==> src/rtl/fir_serial_pkg.sv <==
// Shared types and constants for the bit-serial FIR input path:
// the transmitter FSM state and the default serial word width.
package fir_serial_pkg;

  localparam int DEFAULT_DATA_WIDTH = 24;

  typedef enum logic [1:0] {
    IDLE  = 2'd0,
    SHIFT = 2'd1,
    GAP   = 2'd2
  } tx_state_t;

  // Counter width able to hold n-1, never narrower than one bit.
  function automatic int cnt_width(input int n);
    return (n > 1) ? $clog2(n) : 1;
  endfunction

endpackage

==> src/rtl/serial_word_tx_if.sv <==
// Parallel-word input and bit-serial output of the serial word transmitter.
// A transfer happens on a rising edge where valid && ready; valid never waits on ready.
interface serial_word_tx_if
  import fir_serial_pkg::*;
#(
  parameter int DATA_WIDTH = DEFAULT_DATA_WIDTH
);

  logic [DATA_WIDTH-1:0] i_word;
  logic                  i_word_valid;
  logic                  o_word_ready;
  logic                  i_en;
  logic                  i_ready;
  logic                  o_dout;
  logic                  o_dout_valid;
  logic                  o_busy;

  modport slave (
    input  i_word, i_word_valid, i_en, i_ready,
    output o_word_ready, o_dout, o_dout_valid, o_busy
  );

  modport master (
    output i_word, i_word_valid, i_en, i_ready,
    input  o_word_ready, o_dout, o_dout_valid, o_busy
  );

endinterface

==> src/rtl/sync_fifo.sv <==
// Single-clock FIFO with registered storage and a show-ahead head word.
// Pointers carry one extra wrap bit so full and empty are told apart without a counter.
module sync_fifo #(
  parameter int DATA_WIDTH = 24,
  parameter int FIFO_DEPTH = 8
) (
  input  logic                  clk,
  input  logic                  rst,
  input  logic                  push,
  input  logic [DATA_WIDTH-1:0] din,
  input  logic                  pop,
  output logic [DATA_WIDTH-1:0] head,
  output logic                  full,
  output logic                  empty
);

  localparam int AW = $clog2(FIFO_DEPTH);

  logic [DATA_WIDTH-1:0] mem [FIFO_DEPTH];
  logic [AW:0]           wr_ptr;
  logic [AW:0]           rd_ptr;

  assign empty = (wr_ptr == rd_ptr);
  assign full  = (wr_ptr[AW] != rd_ptr[AW]) && (wr_ptr[AW-1:0] == rd_ptr[AW-1:0]);
  assign head  = mem[rd_ptr[AW-1:0]];

  always_ff @(posedge clk) begin
    if (rst) begin
      wr_ptr <= '0;
      rd_ptr <= '0;
    end else begin
      if (push && !full) wr_ptr <= wr_ptr + 1'b1;
      if (pop && !empty) rd_ptr <= rd_ptr + 1'b1;
    end
  end

  always_ff @(posedge clk) begin
    if (!rst && push && !full) mem[wr_ptr[AW-1:0]] <= din;
  end

endmodule

==> src/rtl/serial_word_tx.sv <==
// Buffers parallel samples and sends each one LSB first as a bit-serial word,
// with a forced low gap on the valid line between consecutive words.
module serial_word_tx
  import fir_serial_pkg::*;
#(
  parameter int DATA_WIDTH = DEFAULT_DATA_WIDTH,
  parameter int FIFO_DEPTH = 8,
  parameter int GAP_CYCLES = 1
) (
  input  logic              i_clk,
  input  logic              i_rst,
  serial_word_tx_if.slave   bus,
  output tx_state_t         o_state
);

  localparam int BW = cnt_width(DATA_WIDTH);
  localparam int GW = cnt_width(GAP_CYCLES);
  localparam logic [BW-1:0] LAST_BIT = BW'(DATA_WIDTH - 1);
  localparam logic [GW-1:0] GAP_LOAD = GW'(GAP_CYCLES - 1);

  tx_state_t             state;
  tx_state_t             state_nxt;
  logic [DATA_WIDTH-1:0] shift_reg;
  logic [BW-1:0]         bit_cnt;
  logic [GW-1:0]         gap_cnt;

  logic                  fifo_full;
  logic                  fifo_empty;
  logic [DATA_WIDTH-1:0] fifo_head;
  logic                  push;
  logic                  pop;
  logic                  accept;
  logic                  last_bit;

  assign push     = bus.i_word_valid && !fifo_full;
  assign accept   = (state == SHIFT) && bus.i_en && bus.i_ready;
  assign last_bit = (bit_cnt == LAST_BIT);

  sync_fifo #(
    .DATA_WIDTH (DATA_WIDTH),
    .FIFO_DEPTH (FIFO_DEPTH)
  ) u_fifo (
    .clk   (i_clk),
    .rst   (i_rst),
    .push  (push),
    .din   (bus.i_word),
    .pop   (pop),
    .head  (fifo_head),
    .full  (fifo_full),
    .empty (fifo_empty)
  );

  always_ff @(posedge i_clk) begin
    if (i_rst) state <= IDLE;
    else       state <= state_nxt;
  end

  // A pop is only ever issued from IDLE or the end of GAP, so it never overlaps a shift.
  always_comb begin
    state_nxt = state;
    pop       = 1'b0;
    case (state)
      IDLE: begin
        if (bus.i_en && !fifo_empty) begin
          pop       = 1'b1;
          state_nxt = SHIFT;
        end
      end
      SHIFT: begin
        if (accept && last_bit) state_nxt = GAP;
      end
      GAP: begin
        if (bus.i_en && (gap_cnt == '0)) begin
          if (!fifo_empty) begin
            pop       = 1'b1;
            state_nxt = SHIFT;
          end else begin
            state_nxt = IDLE;
          end
        end
      end
      default: state_nxt = IDLE;
    endcase
  end

  always_ff @(posedge i_clk) begin
    if (i_rst) begin
      shift_reg <= '0;
      bit_cnt   <= '0;
      gap_cnt   <= '0;
    end else begin
      if (pop) begin
        shift_reg <= fifo_head;
        bit_cnt   <= '0;
      end else if (accept && !last_bit) begin
        shift_reg <= shift_reg >> 1;
        bit_cnt   <= bit_cnt + 1'b1;
      end
      if (accept && last_bit) begin
        gap_cnt <= GAP_LOAD;
      end else if ((state == GAP) && bus.i_en && (gap_cnt != '0)) begin
        gap_cnt <= gap_cnt - 1'b1;
      end
    end
  end

  // The serial bit is the low bit of shift_reg while SHIFT, forced low otherwise.
  always_comb begin
    bus.o_dout_valid = (state == SHIFT);
    bus.o_dout       = (state == SHIFT) && shift_reg[0];
    bus.o_busy       = (state != IDLE) || !fifo_empty;
    bus.o_word_ready = !fifo_full;
    o_state          = state;
  end

endmodule

==> src/flat_wrapper.sv <==
// flat-port wrapper written by rule: the top's interface ports become plain ports
module serial_word_tx_flat import fir_serial_pkg::*;
#(
  parameter int DATA_WIDTH = DEFAULT_DATA_WIDTH,
  parameter int FIFO_DEPTH = 8,
  parameter int GAP_CYCLES = 1
)
  (i_clk, i_rst, o_state, bus_i_word, bus_i_word_valid, bus_i_en, bus_i_ready, bus_o_word_ready, bus_o_dout, bus_o_dout_valid, bus_o_busy);
  serial_word_tx_if #(.DATA_WIDTH(DATA_WIDTH)) bus_i ();
  input  logic i_clk;
  input  logic i_rst;
  output tx_state_t o_state;
  input wire logic [$bits(bus_i.i_word)-1:0] bus_i_word;
  input wire logic [$bits(bus_i.i_word_valid)-1:0] bus_i_word_valid;
  input wire logic [$bits(bus_i.i_en)-1:0] bus_i_en;
  input wire logic [$bits(bus_i.i_ready)-1:0] bus_i_ready;
  output wire logic [$bits(bus_i.o_word_ready)-1:0] bus_o_word_ready;
  output wire logic [$bits(bus_i.o_dout)-1:0] bus_o_dout;
  output wire logic [$bits(bus_i.o_dout_valid)-1:0] bus_o_dout_valid;
  output wire logic [$bits(bus_i.o_busy)-1:0] bus_o_busy;
  assign bus_i.i_word = bus_i_word;
  assign bus_i.i_word_valid = bus_i_word_valid;
  assign bus_i.i_en = bus_i_en;
  assign bus_i.i_ready = bus_i_ready;
  assign bus_o_word_ready = bus_i.o_word_ready;
  assign bus_o_dout = bus_i.o_dout;
  assign bus_o_dout_valid = bus_i.o_dout_valid;
  assign bus_o_busy = bus_i.o_busy;
  serial_word_tx #(.DATA_WIDTH(DATA_WIDTH), .FIFO_DEPTH(FIFO_DEPTH), .GAP_CYCLES(GAP_CYCLES)) u_core (.i_clk(i_clk), .i_rst(i_rst), .bus(bus_i), .o_state(o_state));
endmodule
==> config.mk <==
export PLATFORM = sky130hd
export DESIGN_NAME = serial_word_tx_flat
export DESIGN_NICKNAME = d
export VERILOG_FILES = /design/src/rtl/fir_serial_pkg.sv /design/src/rtl/serial_word_tx_if.sv /design/src/rtl/sync_fifo.sv /design/src/rtl/serial_word_tx.sv /design/src/flat_wrapper.sv
export SDC_FILE = /design/constraint.sdc
export NUM_CORES = 1
export LEC_CHECK = 0
export BUFFER_PORTS_ARGS = -buffer_cell sky130_fd_sc_hd__buf_2
export CAP_MARGIN = 20
export CORE_UTILIZATION = 35
export CTS_CLUSTER_DIAMETER = 50
export CTS_CLUSTER_SIZE = 14
export DETAILED_ROUTE_END_ITERATION = 6
export HOLD_SLACK_MARGIN = 0.08
export PLACE_DENSITY = 0.57
export SLEW_MARGIN = 5
export SYNTH_ARGS = -nofsm -noshare
export SYNTH_HDL_FRONTEND = slang
export SYNTH_SLANG_ARGS = --single-unit
==> constraint.sdc <==
create_clock -name i_clk -period 7.3 [get_ports i_clk]
set_input_delay 1.46 -clock i_clk [delete_from_list [all_inputs] [get_ports i_clk]]
set_output_delay 1.46 -clock i_clk [all_outputs]
set_load 0.02 [all_outputs]
==> Word-level counts from Yosys, hierarchy flattened <==
Memory sizes are Yosys's and may differ from the RTL's. A register that Yosys moved wholly into a read port is not among the register bits.
Cells that the tools add are included.
{ "classes": {"n_bitwise": 1, "n_reduce_logical": 26, "n_addsub": 4, "n_eq_ne": 9, "muxes": 15} }
{ "ops": {"columns": ["cell", "count"], "rows": [
  ["24-bit 2-to-1 mux", 2],
  ["1-bit logical AND", 15],
  ["4-bit by 1-bit adder with 4-bit output (second input constant)", 2],
  ["1-bit 2-to-1 mux", 6],
  ["2-bit 2-to-1 mux", 3],
  ["3-bit 2-to-1 mux", 2],
  ["2-bit by 1-bit != test with 1-bit output (second input constant)", 3],
  ["2-bit one-hot mux with 3 select lines", 1],
  ["5-bit by 1-bit adder with 5-bit output (second input constant)", 1],
  ["5-bit == test (second input constant)", 1],
  ["4-bit == test", 1],
  ["1-bit zero test", 4],
  ["2-bit nonzero test", 2],
  ["2-bit OR reduction", 2],
  ["3-bit == test", 1],
  ["3-bit AND reduction", 1],
  ["2-bit by 1-bit == test with 1-bit output (second input constant)", 1],
  ["2-bit == test (second input constant)", 1],
  ["2-bit zero test", 1],
  ["1-bit one-hot mux with 2 select lines", 1],
  ["1-bit logical OR", 1],
  ["1-bit != test", 1],
  ["1-bit NOT", 1],
  ["1-bit subtractor (second input constant)", 1]
]} }
{ "totals": {"out_inout_bits": 6, "word_cells": 62, "ff_bits": 40, "n_memories": 1, "ramBits": 192, "inputBits": 29} }
{ "mem_list": {"columns": ["name", "words", "word_bits", "rd", "rd_clocked_by_memory_dff", "wr", "line_no", "source"], "rows": [
  ["u_core.u_fifo.mem", 8, 24, 1, 1, 1, "sync_fifo.sv:19", "logic [DATA_WIDTH-1:0] mem [FIFO_DEPTH];"]
]} }

==> Longest topological paths before layout <==
{ "logic_depth": {"depth_word": 8, "mapped_depth": 7, "mapped_depth_nobuf": 5} }

==> By module <==
From an unflattened synthesis, not the netlist that was laid out.
{ "hier_totals": {"hier_cells": 544, "area_unflattened_um2": 9524.1} }
{ "modules_own_cells": {"columns": ["mod", "area_per_inst_um2", "cells_each", "n_inst", "seq_area_each_um2"], "rows": [
  ["sync_fifo", 7956.4, 363, 1, 5985.7],
  ["serial_word_tx", 1567.8, 181, 1, 640.6]
]} }

==> Worst setup path after synthesis <==
OpenSTA, ideal clock, no wires.
{ "synth_timing": {"path_type": "input -> register", "start": "in bus_i_word_valid", "end": "mem u_core.u_fifo.mem[4][0], enable pin", "path_slack_ns": 3.194, "cell_stages": 4, "path_buffers": 0, "setup_time_ns": 0.435, "required_time_ns": 6.865, "t_arrival_ns": 3.671, "cell_sequence": "inv_1 -> a41oi_2 -> nand3b_1 -> nor3_1"} }
{ "synth_via": {"elab_chain_len": 5} }
{ "synth_rtl": {"columns": ["item", "line_no", "source"], "rows": [
  ["from (decl)", "flat_wrapper.sv:14", "input wire logic [$bits(bus_i.i_word_valid)-1:0] bus_i_word_valid;"],
  ["1-bit logical AND", "serial_word_tx.sv:35", "assign push = bus.i_word_valid && !fifo_full;"],
  ["1-bit logical AND (2 in a row)", "sync_fifo.sv:38", "if (!rst && push && !full) mem[wr_ptr[AW-1:0]] <= din;"],
  ["1-bit 2-to-1 mux", "sync_fifo.sv:38", null],
  ["1-bit 2-to-1 mux (implied by the code)", "sync_fifo.sv:38", null],
  ["to (decl)", "sync_fifo.sv:19", null]
]} }
No other way between the ends.

==> Final worst setup path <==
{ "layout_timing": {"start": "reg u_core.u_fifo.wr_ptr[0]", "end": "out bus_o_busy"} }
{ "layout_via": {"elab_chain_len": 3} }
{ "layout_rtl": {"columns": ["item", "line_no", "source"], "rows": [
  ["from (decl)", "sync_fifo.sv:20", "logic [AW:0] wr_ptr;"],
  ["from (signal assigned)", "sync_fifo.sv:32", "if (push && !full) wr_ptr <= wr_ptr + 1'b1;"],
  ["4-bit == test", "sync_fifo.sv:23", "assign empty = (wr_ptr == rd_ptr);"],
  ["1-bit zero test", "serial_word_tx.sv:111", "bus.o_busy = (state != IDLE) || !fifo_empty;"],
  ["1-bit logical OR", "serial_word_tx.sv:111", null],
  ["to (decl)", "flat_wrapper.sv:20", "output wire logic [$bits(bus_i.o_busy)-1:0] bus_o_busy;"]
]} }
No other way between the ends.

==> out/results.ini <==
[sta]
finalHoldViolCount = 0
worst_slew_pin_slew_ps = 1100
fmax_mhz = 282
tns_ps = 0
whs_ps = 520
rsz0062_at_grt = false
timing.final.crit_share = 0.485
finClkSkew_ps = 23.8
maxSlewHeadroom = 0.266
slew_viol_final = 0
setup_violations = 0
fin_crit_ps = 3540
setup_ws_ps = 3760

[synthesis]
synth_cell_type_count = 46
synth_seq_cells = 235
synth_top_area_share = 0.619
synth_ff_type = edfxtp_1
yosys_warnings = 0
ys_seq_area_frac = 0.712
synth_edf_count = 192
synth_top_cell_by_area = edfxtp_1
syn_area_um2 = 9310
synthTopCellsByCount = 192 x edfxtp_1, 48 x mux4_2, 43 x dfxtp_1
synth.area.top_cells = edfxtp_1 62%, mux4_2 12%, dfxtp_1 9.2%
synth-async-reset-ratio = 0
synth.most_common_cell = edfxtp_1
syn_inst = 504
avgSynthCellArea_um2 = 18.5
syn_nets = 536

[cts]
cts_sinks = 235
cts_tree = yes
ctsHtreeMaxLevel = 1
cts_buffers = 27
clk_latency_ps = 530
postCtsSetupBuffers = 0
cts_hold_buffers = 0
clkSlewWorstSetupHoldPaths_ps = 60
postCtsResizedCells = 0
cts_root_buffer = clkbuf_16
clock_path_buffers = 3

[setup_path]
startpoint_type = flop
path_buf_inv = 1
crit_family = simple AND/OR/NAND/NOR gates
worstPathRequired_ps = 5840
path_cells = xnor2_2 -> nand4b_1 -> or3_1 -> buf_2
path_class = flop to output pin
max_stage_delay_ps = 570
arrival_ps = 2080
crit_slowest_cell = dfxtp_1
endpoint_kind = output pin
cp_max_fo = 9

[power_and_ir_drop]
cellPowerDensity_nw_per_um2 = 304
peakVddDrop_v = 0.000158
finalPower_mw = 3.28
p_leak_nw = 3.41

[detailed_routing]
post_drt_via_cell_ratio = 5.23
drt_iter0_markers = 336
wirelength_um = 18500
wire_per_inst_um = 20.6
vias = 4706
dr_wl_met3_um = 680
met2WireLength_um = 9330
drc_errors = 0
first_pass_iters = 6
top_layer_used = met5
wl_met1_um = 8170
postRouteAntennaNets = 0

[die]
die_x_um = 165
start_util = 0.357
dieArea_um2 = 27300
die_height_um = 165
io_pins = 35
rows = 59
coreArea_um2 = 26100

[finish]
diodes = 0
final_nets = 577
drive_gt1_frac = 0.284
largest_reg_flops = 192
fin_area_um2 = 10800
area_growth_pct = 15.8
fill_cells = 2309

[global_routing]
grt_max_degree = 49
grt_pass1_vias = 4952
grt_first_pass_wirelength_um = 29100
antenna_found_initial = 1
overflow = 0
track_usage = 0.142

[placed_design]
port_buffers = 34
pre_cts_slack_ps = 3930
place_congestion = 0.678
post_dp_cell_area_um2 = 9800
dp_hpwl_um = 10300

[min_path]
hp-class = flop to flop

[run_status]
status = finished, final reports clean

[job]
maxCapViolCount = 0

-- tightest hold or removal path, cell delays in order, from the launching register on --
cell and delay (ps):
dfxtp_1 340, o31ai_1 70, a21oi_1 60
-- power breakdown --
part	switching, mW	internal [mW]
Combinational	0.167	0.138
Clock	0.541	0.896
Sequential	0.0382	1.50
Total	0.747	2.53
-- layout make-up --
| class | count | area [um2] | share of cell area |
|---|---|---|---|
| Clock buffer | 28 | 679 | 0.0630 |
| Clock inverter | 20 | 279 | 0.0259 |
| Tap cell | 335 | 419 | 0.0389 |
| Multi-Input combinational cell | 232 | 2490 | 0.231 |
| Timing Repair Buffer | 46 | 280 | 0.0260 |
| Inverter | 3 | 11.3 | 0.00104 |
| Sequential cell | 235 | 6630 | 0.615 |
-- cell families (layout without fill, tap and decap cells) --
group	Yosys count	in the layout	synth area share
flops	235	235	0.712
buf+inv	37	97	0.0240
simple gates	76	76	0.0468
mux	75	75	0.146
xor+xnor	8	8	0.0107
compound gates	70	70	0.0574
fa+ha+maj	3	3	0.00403
-- placed cells by master (no fill, tap or decap), types with 3 or more instances in the layout --
cell and count:
a211oi_1 23, a21oi_1 10, a221oi_1 22, a31o_2 3, buf_2 34, buf_4 11
bufinv_16 6, clkbuf_16 27, clkinv_1 3, clkinv_2 3, dfxtp_1 41, edfxtp_1 192
ha_1 3, inv_1 3, inv_6 4, mux2_2 3, mux2i_1 24, mux4_2 48
nand2_1 8, nand2b_1 25, nand3_1 3, nand4_1 4, nor2_1 6, nor2_2 6
nor2b_1 4, nor3_1 5, o21ai_0 4, xnor2_2 3
-- worst paths after layout --
| path | start | endpoint | slack (ps) | cells past startpoint |
|---|---|---|---|---|
| hold reg to reg | u_core.u_fifo.rd_ptr[3]$_SDFFE_PP0P_ | u_core.u_fifo.rd_ptr[3]$_SDFFE_PP0P_ | 520 | 2 |
| hold / removal | u_core.u_fifo.rd_ptr[3]$_SDFFE_PP0P_ | u_core.u_fifo.rd_ptr[3]$_SDFFE_PP0P_ | 520 | 2 |
| setup / recovery | u_core.u_fifo.wr_ptr[0]$_SDFFE_PP0P_ | bus_o_busy | 3760 | 4 |
| setup reg to reg | u_core.u_fifo.wr_ptr[0]$_SDFFE_PP0P_ | u_core.u_fifo.mem[7][11]$_DFFE_PP_ | 4940 | 5 |
-- per-layer routing --
metal / global-route usage / up-vias
met5: 0 / -
met4: 0.0379 / 2
met3: 0.0222 / 26
met2: 0.246 / 90
met1: 0.187 / 2431
li1: - / 2157
-- per-stage QoR --
step                      utilization  instances
after floorplan                     -        504
after global placement          0.376        850
after detailed placement        0.376        850
after CTS                       0.413        898
after global routing            0.414        899
final                           0.414        899
Power figures use the tool's default switching activity.
